$ cat config.mk
export PLATFORM = sky130hd
export DESIGN_NAME = nfu_seq_ctrl
export DESIGN_NICKNAME = d
export VERILOG_FILES = /design/src/rtl/nfu_seq_ctrl.sv
export SDC_FILE = /design/constraint.sdc
export NUM_CORES = 1
export LEC_CHECK = 0
export ABC_AREA = 0
export BUFFER_PORTS_ARGS = -buffer_cell sky130_fd_sc_hd__clkbuf_2
export CAP_MARGIN = 15
export CORE_UTILIZATION = 45
export DETAILED_ROUTE_END_ITERATION = 12
export HOLD_SLACK_MARGIN = 0.08
export PLACE_DENSITY = 0.73
export SLEW_MARGIN = 25
export SYNTH_ARGS = -nofsm -noshare
export SYNTH_HDL_FRONTEND = slang
export SYNTH_SLANG_ARGS = --single-unit
$ cat constraint.sdc
create_clock -name clk -period 4.1 [get_ports clk]
set_clock_uncertainty 0.2 [all_clocks]
set_input_delay 1.025 -clock clk [delete_from_list [all_inputs] [get_ports clk]]
set_output_delay 1.025 -clock clk [all_outputs]
set_load 0.05 [all_outputs]
$ cat src/rtl/nfu_seq_ctrl.sv
// nfu_seq_ctrl: sequencer for one multiply-add neuron datapath in the NFU.
// It walks ni input pairs per neuron over nn neurons, issuing NBin/SB reads,
// forwarding the returned operands to the MAC, holding the partial sum, and
// presenting each finished neuron on a valid/ready result port.
module nfu_seq_ctrl #(
    parameter int N  = 16,
    parameter int AW = 10,
    parameter int CW = 10
) (
    input  logic          clk,
    input  logic          rst,
    input  logic          i_start,
    input  logic [CW-1:0] i_ni,
    input  logic [CW-1:0] i_nn,
    output logic          o_busy,
    output logic          o_rd_en,
    output logic [AW-1:0] o_nbin_addr,
    output logic [AW-1:0] o_sb_addr,
    input  logic [N-1:0]  i_nbin_data,
    input  logic [N-1:0]  i_sb_data,
    output logic [N-1:0]  o_mac_nbin,
    output logic [N-1:0]  o_mac_sb,
    output logic [N-1:0]  o_mac_nbout,
    input  logic [N-1:0]  i_mac_res,
    output logic          o_res_valid,
    input  logic          i_res_ready,
    output logic [N-1:0]  o_res,
    output logic [CW-1:0] o_res_idx,
    output logic          o_done
);

    typedef enum logic [2:0] {
        S_IDLE,
        S_RUN,
        S_DRAIN,
        S_OUT,
        S_FIN
    } state_t;

    state_t        state_q, state_d;
    logic [CW-1:0] i_q, i_d;
    logic [CW-1:0] j_q, j_d;
    logic [CW-1:0] ni_q, ni_d;
    logic [CW-1:0] nn_q, nn_d;
    logic [AW-1:0] sb_base_q, sb_base_d;
    logic [N-1:0]  psum_q, psum_d;
    logic          data_vld_q, data_vld_d;
    logic          rd_en;
    logic          psum_clr;

    // State register and datapath registers; reset also drops any in-flight read.
    always_ff @(posedge clk or posedge rst) begin
        if (rst) begin
            state_q    <= S_IDLE;
            i_q        <= '0;
            j_q        <= '0;
            ni_q       <= '0;
            nn_q       <= '0;
            sb_base_q  <= '0;
            psum_q     <= '0;
            data_vld_q <= 1'b0;
        end else begin
            state_q    <= state_d;
            i_q        <= i_d;
            j_q        <= j_d;
            ni_q       <= ni_d;
            nn_q       <= nn_d;
            sb_base_q  <= sb_base_d;
            psum_q     <= psum_d;
            data_vld_q <= data_vld_d;
        end
    end

    // Next-state and counter update; shadows only load on a start taken in IDLE.
    always_comb begin
        state_d   = state_q;
        i_d       = i_q;
        j_d       = j_q;
        ni_d      = ni_q;
        nn_d      = nn_q;
        sb_base_d = sb_base_q;
        rd_en     = 1'b0;
        psum_clr  = 1'b0;
        case (state_q)
            S_IDLE: begin
                if (i_start) begin
                    ni_d = i_ni;
                    nn_d = i_nn;
                    if (i_ni == '0 || i_nn == '0) begin
                        state_d = S_FIN;
                    end else begin
                        i_d       = '0;
                        j_d       = '0;
                        sb_base_d = '0;
                        psum_clr  = 1'b1;
                        state_d   = S_RUN;
                    end
                end
            end
            S_RUN: begin
                rd_en = 1'b1;
                i_d   = i_q + CW'(1);
                if (i_q == ni_q - CW'(1)) begin
                    state_d = S_DRAIN;
                end
            end
            S_DRAIN: begin
                // Last operand pair lands this cycle; result is final next cycle.
                state_d = S_OUT;
            end
            S_OUT: begin
                if (i_res_ready) begin
                    if (j_q == nn_q - CW'(1)) begin
                        state_d = S_FIN;
                    end else begin
                        j_d       = j_q + CW'(1);
                        sb_base_d = sb_base_q + AW'(ni_q);
                        i_d       = '0;
                        psum_clr  = 1'b1;
                        state_d   = S_RUN;
                    end
                end
            end
            S_FIN: begin
                state_d = S_IDLE;
            end
            default: begin
                state_d = S_IDLE;
            end
        endcase
    end

    // Accumulate returning MAC results; returning data always wins over a clear.
    always_comb begin
        data_vld_d = rd_en;
        psum_d     = psum_q;
        if (data_vld_q) begin
            psum_d = i_mac_res;
        end else if (psum_clr) begin
            psum_d = '0;
        end
    end

    // Operands are gated by the data-valid flag so they read as zero outside a
    // live read return (including straight after reset).
    assign o_busy      = (state_q != S_IDLE);
    assign o_rd_en     = rd_en;
    assign o_nbin_addr = AW'(i_q);
    assign o_sb_addr   = sb_base_q + AW'(i_q);
    assign o_mac_nbin  = data_vld_q ? i_nbin_data : '0;
    assign o_mac_sb    = data_vld_q ? i_sb_data : '0;
    assign o_mac_nbout = psum_q;
    assign o_res_valid = (state_q == S_OUT);
    assign o_res       = psum_q;
    assign o_res_idx   = j_q;
    assign o_done      = (state_q == S_FIN);

endmodule

## After elaboration in Yosys (flattened, before gate mapping)

Index checks and enable logic that the tools add are counted.

- Logic and storage cells: 64
- Input port bits: 72
- Register bits after elaboration: 70
- Output and inout bits: 98

- Mux-type cells: 27
- Reduce and logical (&&, ||, !) cells: 12
- Equality and inequality tests: 11
- Add/subtract/negate cells: 6

Operator list:

| kind | number |
|---|---|
| $mux W10 | 8 |
| $mux W16 | 4 |
| $pmux W10 S2 | 2 |
| $pmux W10 S3 | 1 |
| $add A10 B1 Y10 const B | 2 |
| $add A10 B10 Y10 | 2 |
| $eq A10 B10 Y1 | 2 |
| $logic_not A10 Y1 | 2 |
| $sub A10 B1 Y10 const B | 2 |
| $mux W3 | 5 |
| $pmux W3 S4 | 1 |
| $reduce_and A5 Y1 | 2 |
| $ne A2 B2 Y1 const B | 4 |
| $eq A3 B2 Y1 const B | 2 |
| $reduce_bool A3 Y1 | 2 |
| $mux W1 | 5 |
| $reduce_bool A2 Y1 | 2 |
| $eq A3 B1 Y1 const B | 1 |
| $eq A3 B3 Y1 const B | 1 |
| $logic_not A3 Y1 | 1 |
| $reduce_and A3 Y1 | 1 |
| $ne A2 B1 Y1 const B | 1 |
| $pmux W1 S2 | 1 |
| $reduce_and A2 Y1 | 1 |
| $logic_or A1 B1 Y1 | 1 |

## Depth between registers and ports, before layout

Gate-level depths: netlist (run 1).

- Word-level depth: 7
- Depth in mapped cells: 11
- Gate-level depth less buffers: 10

## Least setup slack after synthesis (run 1)

No wires, ideal clock.

- Path kind: register to output
- Start point: register i_q[0] (netlist: o_nbin_addr[0])
- End point: output o_sb_addr[8]
- Setup slack: 8 ps
- Buffers on the path: 0
- Required time: 2875 ps
- Cell stages (with the launch flop): 11
- Arrival: 2867 ps
- Path through: dfrtp_1 -> ha_1 -> inv_1 -> fa_1 -> inv_1 -> a21oi_1 -> o21bai_1 -> a21o_1 -> a21oi_1 -> o21ai_0 -> xor2_1

- Cells in the longest elaborated chain, start to end: 1

Ends and longest elaborated chain:

| item | line | source |
|---|---|---|
| start: declaration | 41 | `logic [CW-1:0] i_q, i_d;` |
| start signal: assignment | 64 | `i_q <= i_d;` |
| $add A10 B10 Y10 | 149 | `assign o_sb_addr = sb_base_q + AW'(i_q);` |
| end: declaration | 18 | `output logic [AW-1:0] o_sb_addr,` |

Every way passes these cells.

## Worst setup path after layout (run 1)

Same ends and word-level chain as after synthesis.

==> results of run 1 <==
-- metal layers --
layer / vias up / global-route usage (%)
met3: 11 / 5.01
met5: - / 0
met2: 141 / 40.2
met4: 0 / 5.26
met1: 2163 / 29.3
li1: 2191 / -
-- final cells by class --
cell class                 instances  area, um2  share of cell area (%)
clock inverter                     5       82.6                    1.40
multi-input combinational        402       2770                    47.0
timing repair buffer             176        898                    15.3
sequential                        70       1750                    29.8
clock buffer                      11        141                    2.40
inverter                          20       75.1                    1.27
tap                              136        170                    2.89
-- repair_timing --
action,in CTS,in global routing
setup endpoints to repair,1,2
gates resized for setup,1,4
buffers inserted,0,0
-- cell families after synthesis --
family                     after synthesis  synth area share, %
buffers and inverters                   61                 6.68
xor gates and xnor gates                39                 7.06
AOI/OAI and AO/OA                      117                 16.9
muxes                                   19                 4.35
DFF                                     70                 36.2
adders and majority gates               24                 6.52
and+or+nand+nor                        203                 22.3
-- power by group --
part | switching (mW) | total, mW | internal [mW]
clock | 0.272 | 0.633 | 0.361
sequential | 0.382 | 1.31 | 0.927
combinational | 2.00 | 2.91 | 0.911
total | 2.66 | 4.86 | 2.20
-- state kept, by name, indices dropped and copies added (netlist names) --
register,flops
state_q,3
o_mac_nbout,16
data_vld_q,1
sb_base_q,10
o_nbin_addr,10
nn_q,10
ni_q,10
o_res_idx,10
-- metrics by stage --
| stage | power [mW] | hold WS (ns) | std cells |
|---|---|---|---|
| after CTS | 4.87 | 0.336 | 820 |
| after global routing | 5.17 | 0.354 | 820 |
| final | 4.86 | 0.332 | 820 |
| after global placement | 4.15 | 0.315 | 804 |
| after detailed placement | 4.21 | 0.317 | 804 |
| after floorplan | 3.66 | 0.276 | 533 |
-- worst max path at each step --
stage          depth (start not counted)            from            to  slack [ns]
2_1_floorplan                         10  o_nbin_addr[0]  o_sb_addr[8]       0.008
3_3_place_gp                           9  o_nbin_addr[1]  o_sb_addr[9]        0.44
3_5_place_dp                           9  o_nbin_addr[1]  o_sb_addr[9]        0.39
4_1_cts                               11  o_nbin_addr[0]  o_sb_addr[8]        0.05
5_1_grt                               11  o_nbin_addr[0]  o_sb_addr[8]       -0.02
6_report                              11  o_nbin_addr[0]  o_sb_addr[8]        0.11
-- worst max-delay path, cell delays in order (launching register included) --
cell,delay (ns)
dfrtp_2,0.44
ha_1,0.20
inv_1,0.07
fa_1,0.42
inv_1,0.07
a21oi_1,0.07
o21bai_1,0.24
a21o_1,0.17
a21oi_1,0.09
o21ai_0,0.22
xor2_1,0.16
buf_2,0.28
-- cell usage after synthesis, drive strengths merged, types with 4 or more instances --
cell     count
nor4        11
a21oi       16
mux2        16
o21ai       35
inv         20
buf         27
nor3        13
a31oi        4
nor2        18
nand3       15
o211ai       7
o21bai       5
and3        10
o21a         6
ha          22
clkbuf      14
a21o         4
or4          8
xor2        18
nor2b        5
a21boi       7
and2        36
or3         10
nand2       60
a22o         8
xnor2       21
nand2b       4
a2111oi      4
dfrtp       70
o31ai        4
nand4        5
==> flow_metrics.tcl, run 1 <==
set metrics [dict create \
    status "finished clean" \
    gr-usage-all-layers_pct 23.1 \
    peakVddDrop_mv 0.483 \
    clk_path_buf_depth 2 \
    report.final.slew_viol_count 0 \
    whs_endpoint "nn_q[9]" \
    die_w_um 106 \
    r2r-start "nn_q[0]" \
    portBuffers 169 \
    grt_max_degree 50 \
    drc 0 \
    worstSkewPairLatency_ns 0.34 \
    numCtsBuffers 9 \
    dpl.hpwl_um 9640 \
    syn_area_um2 4840 \
    leakage_nw 2.95 \
    final_area_um2 5890 \
    crit_required_ns 2.87 \
    grt.overflow.total 0 \
    antenna_found_initial 0 \
    ys_warn_count 0 \
    drtPass1Iterations 4 \
    initial_utilization_pct 46.6 \
    ys_ff_latch 70 \
    worst_slack_ns 0.108 \
    setup_tns_ns 0 \
    grt_pass1_vias 4360 \
    clock_sinks 70 \
    core_area_um2 10400 \
    hp-class "flip-flop to flip-flop" \
    synth_top_area_share_pct 36.2 \
    critPathKind "flip-flop to primary output" \
    dieArea_um2 11200 \
    slew_headroom_pct 42.7 \
    crit_fanout 7 \
    end_kind "primary output" \
    setup_viol 0 \
    vias 4506 \
    wl_met1_um 5470 \
    final_nets 775 \
    dr_wl_met2_um 6210 \
    netlist_top_cells_area "dfrtp_1, ha_1, and2_1" \
    clkTransAtPathRegs_ns 0.08 \
    power_density_nw_per_um2 824 \
    gp_congestion 0.876 \
    start_kind "flip-flop" \
    hold_viol 0 \
    routed_via_density 5.50 \
    cts_root_buf "clkbuf_8" \
    cap_violations 0 \
    antenna_left 0 \
    wl_per_cell_um 15.2 \
    reg2reg_to "o_nbin_addr[9]" \
    h-tree-depth 3 \
    syn_to_final_growth_pct 21.8 \
    period_share_pct 97.4 \
    die_y_um 106 \
    placed_area_um2 5660 \
    wl_um 12500 \
    dp_slack_ns 0.386 \
    max_freq_mhz 250 \
    worstPathArrival_ns 2.77 \
    yosysTopAreaCell "dfrtp_1" \
    hold_buffers 0 \
    syn_area_per_cell_um2 9.07 \
    synth_edf_count 0 \
    hold_start "nn_q[9]" \
    reg2reg_slack_ns 0.67 \
    fill_cells 991 \
    dr.max_layer_used "met4" \
    min_period_ns 3.99 \
    syn_nets 629 \
    yosysSeqAreaShare_pct 36.2 \
    grt_pass1_wl_um 20900 \
    mostFrequentLayoutCells "clkbuf_2, dfrtp_1, nand2_1" \
    mostFrequentLayoutCell "clkbuf_2" \
    cts_tree "yes" \
    drt_iter0_drc 258 \
    io_pins 170 \
    met3_wirelength_um 657 \
    synthDistinctLibCells 61 \
    fin_util_pct 56.8 \
    tightest_slew_ns 0.858 \
    worstHoldPathCells 1 \
    worst-r2r-cell-count 10 \
    async_reset_ff_share_pct 100 \
    num_rows 37 \
    layout-drive-gt1-share_pct 32.2 \
    diodes 0 \
    syn_inst 533 \
    ys.flop_type "dfrtp_1" \
]
No activity file was read; power rests on OpenSTA's default activity.
==> run 2, diff against run 1 <==
--- a/config.mk
+++ b/config.mk
@@ -12,6 +12,7 @@
 export DETAILED_ROUTE_END_ITERATION = 12
 export HOLD_SLACK_MARGIN = 0.08
 export PLACE_DENSITY = 0.73
+export SETUP_SLACK_MARGIN = 0.4
 export SLEW_MARGIN = 25
 export SYNTH_ARGS = -nofsm -noshare
 export SYNTH_HDL_FRONTEND = slang
==> run 2 against run 1 <==
  * Sequential share of layout area fell by 0.97 points
  * Die area unchanged
  * Total power is 2.8% higher
  * Sequential cell count did not move
  * Design area rose by 3.5%
  * Critical endpoint is now o_sb_addr[9]
  * Global-route usage grew 0.25 points
  * Non-clock buffer count is 12 higher
  * Via count up 1.1%
  * Sequential power about the same
  * Count of clock-buffer cells in the layout is the same
==> flow_metrics.tcl, run 2 (synthesis gave the netlist of run 1 again) <==
set metrics [dict create \
    status "finished clean" \
    peakVddDrop_mv 0.461 \
    slowest_stage "dfrtp_2" \
    die_w_um 106 \
    power_density_nw_per_um2 818 \
    report.final.slew_viol_count 0 \
    worstHoldPathCells 1 \
    cp_slowest_stage_delay_ns 0.44 \
    critical_path.top_delay_family "compound AO/OA/AOI/OAI gates" \
    drtPass1Iterations 4 \
    leakage_nw 3.02 \
    diodes 0 \
    worstSkewPairLatency_ns 0.34 \
    setup_tns_ns 0 \
    num_rows 37 \
    regArea_um2 1760 \
    dieArea_um2 11200 \
    path_common_cell "a21oi_2" \
    worst_slack_ns 0.406 \
    cp.depth 9 \
    routed_via_density 5.48 \
    multi_input_area_um2 2850 \
    mostFrequentLayoutCells "clkbuf_2, dfrtp_1, nand2_1" \
    setup_viol 0 \
    cts_tree "yes" \
    antenna_found_initial 0 \
    wl_per_cell_um 15.6 \
    max_freq_mhz 271 \
    grt_pass1_vias 4420 \
    layout-drive-gt1-share_pct 36.0 \
    worst-r2r-cell-count 10 \
    clk_path_buf_depth 2 \
    hp-class "flip-flop to flip-flop" \
    wl_um 13000 \
    worst-path-buf-inv 1 \
    mostFrequentLayoutCell "clkbuf_2" \
    path_cells "ha_4 > a21o_1 > a21oi_2 > o21bai_1 > a21oi_2 > o21ai_2 > or4_1 > and3_4 > buf_8" \
    clock_sinks 70 \
    cap_violations 0 \
    start_kind "flip-flop" \
    io_pins 170 \
    grt_setup_unrepaired "true" \
    crit_required_ns 2.87 \
    fill_cells 920 \
    h-tree-depth 3 \
    worstPathArrival_ns 2.47 \
    syn_to_final_growth_pct 26.1 \
    drt_iter0_drc 223 \
    slew_headroom_pct 42.9 \
    die_y_um 106 \
    clkTransAtPathRegs_ns 0.08 \
    hold_viol 0 \
    min_period_ns 3.69 \
    grt_pass1_wl_um 20900 \
    core_area_um2 10400 \
    dp_slack_ns 0.327 \
    numCtsBuffers 9 \
    tightest_slew_ns 0.857 \
    initial_utilization_pct 46.6 \
    crit_fanout 4 \
    grt_max_degree 42 \
    gr-usage-all-layers_pct 23.4 \
    antenna_left 0 \
    end_kind "primary output" \
    dpl.hpwl_um 9800 \
    largest_reg_flops 16 \
    critPathKind "flip-flop to primary output" \
    cts_root_buf "clkbuf_8" \
    gp_congestion 0.850 \
    vias 4554 \
    period_share_pct 90.1 \
    drc 0 \
    final_nets 787 \
    portBuffers 169 \
    grt.overflow.total 0 \
]
==> run 2: layout make-up <==
cell class | count | area share [%]
clock inverters | 4 | 1.15
multi-input cells | 402 | 46.8
inverters | 20 | 1.23
clock buffers | 11 | 2.48
well taps | 136 | 2.79
repair buffers | 188 | 16.7
flip-flops and latches | 70 | 28.8
==> run 2: path summary, 6_finish.rpt <==
check | slack [ns] | start | endpoint
worst max-delay path | 0.41 | o_nbin_addr[1] | o_sb_addr[9]
worst min-delay path | 0.35 | nn_q[9] | nn_q[9]
worst max register to register | 0.79 | nn_q[0] | o_res_idx[7]
worst min register to register | 0.35 | nn_q[9] | nn_q[9]
max in group asynchronous | 2.32 | rst | ni_q[9]
min in group asynchronous | 0.60 | rst | o_mac_nbout[5]
==> run 2: per-layer routing <==
metal | GRT usage [%] | part of all wire [%] | vias to the layer above
met3 | 3.15 | 4.9 | 22
met1 | 30.6 | 44 | 2189
met5 | 0 | 0 | -
met4 | 10.1 | 2.6 | 0
li1 | - | - | 2192
met2 | 38.6 | 49 | 151
==> run 2: worst reg2reg max path: stages (launching register included) <==
cell      delay (ns)
dfrtp_1         0.43
inv_1           0.08
ha_1            0.30
or4b_2          0.63
nor4_1          0.20
o311ai_0        0.27
a31oi_1         0.28
a21o_2          0.31
buf_12          0.21
nor2b_1         0.08
a32o_1          0.22
==> run 2: timing repair <==
item / 4_1_cts / 5_1_grt
buffers inserted: 8 / 5
pin swaps: 5 / 11
endpoints found under the setup margin: 4 / 4
gates resized for setup: 13 / 13
hold buffers: 0 / 0
==> run 2: power breakdown <==
| part | switching, mW | total (mW) | internal (mW) |
|---|---|---|---|
| combinational | 2.06 | 3.06 | 0.998 |
| clock | 0.259 | 0.630 | 0.371 |
| sequential | 0.369 | 1.30 | 0.929 |
==> run 2: stage by stage <==
step / cell area [um2] / cells / utilization, % / total power [mW] / hold slack, ns
floorplan: 4860 / 533 / - / 3.67 / 0.276
finish: 6100 / 831 / 58.8 / 4.99 / 0.347
global route: 6100 / 831 / 58.8 / 5.30 / 0.376
detailed placement: 5690 / 803 / 54.9 / 4.26 / 0.336
global placement: 5690 / 803 / 54.8 / 4.18 / 0.319
CTS: 6010 / 826 / 58.0 / 4.95 / 0.355
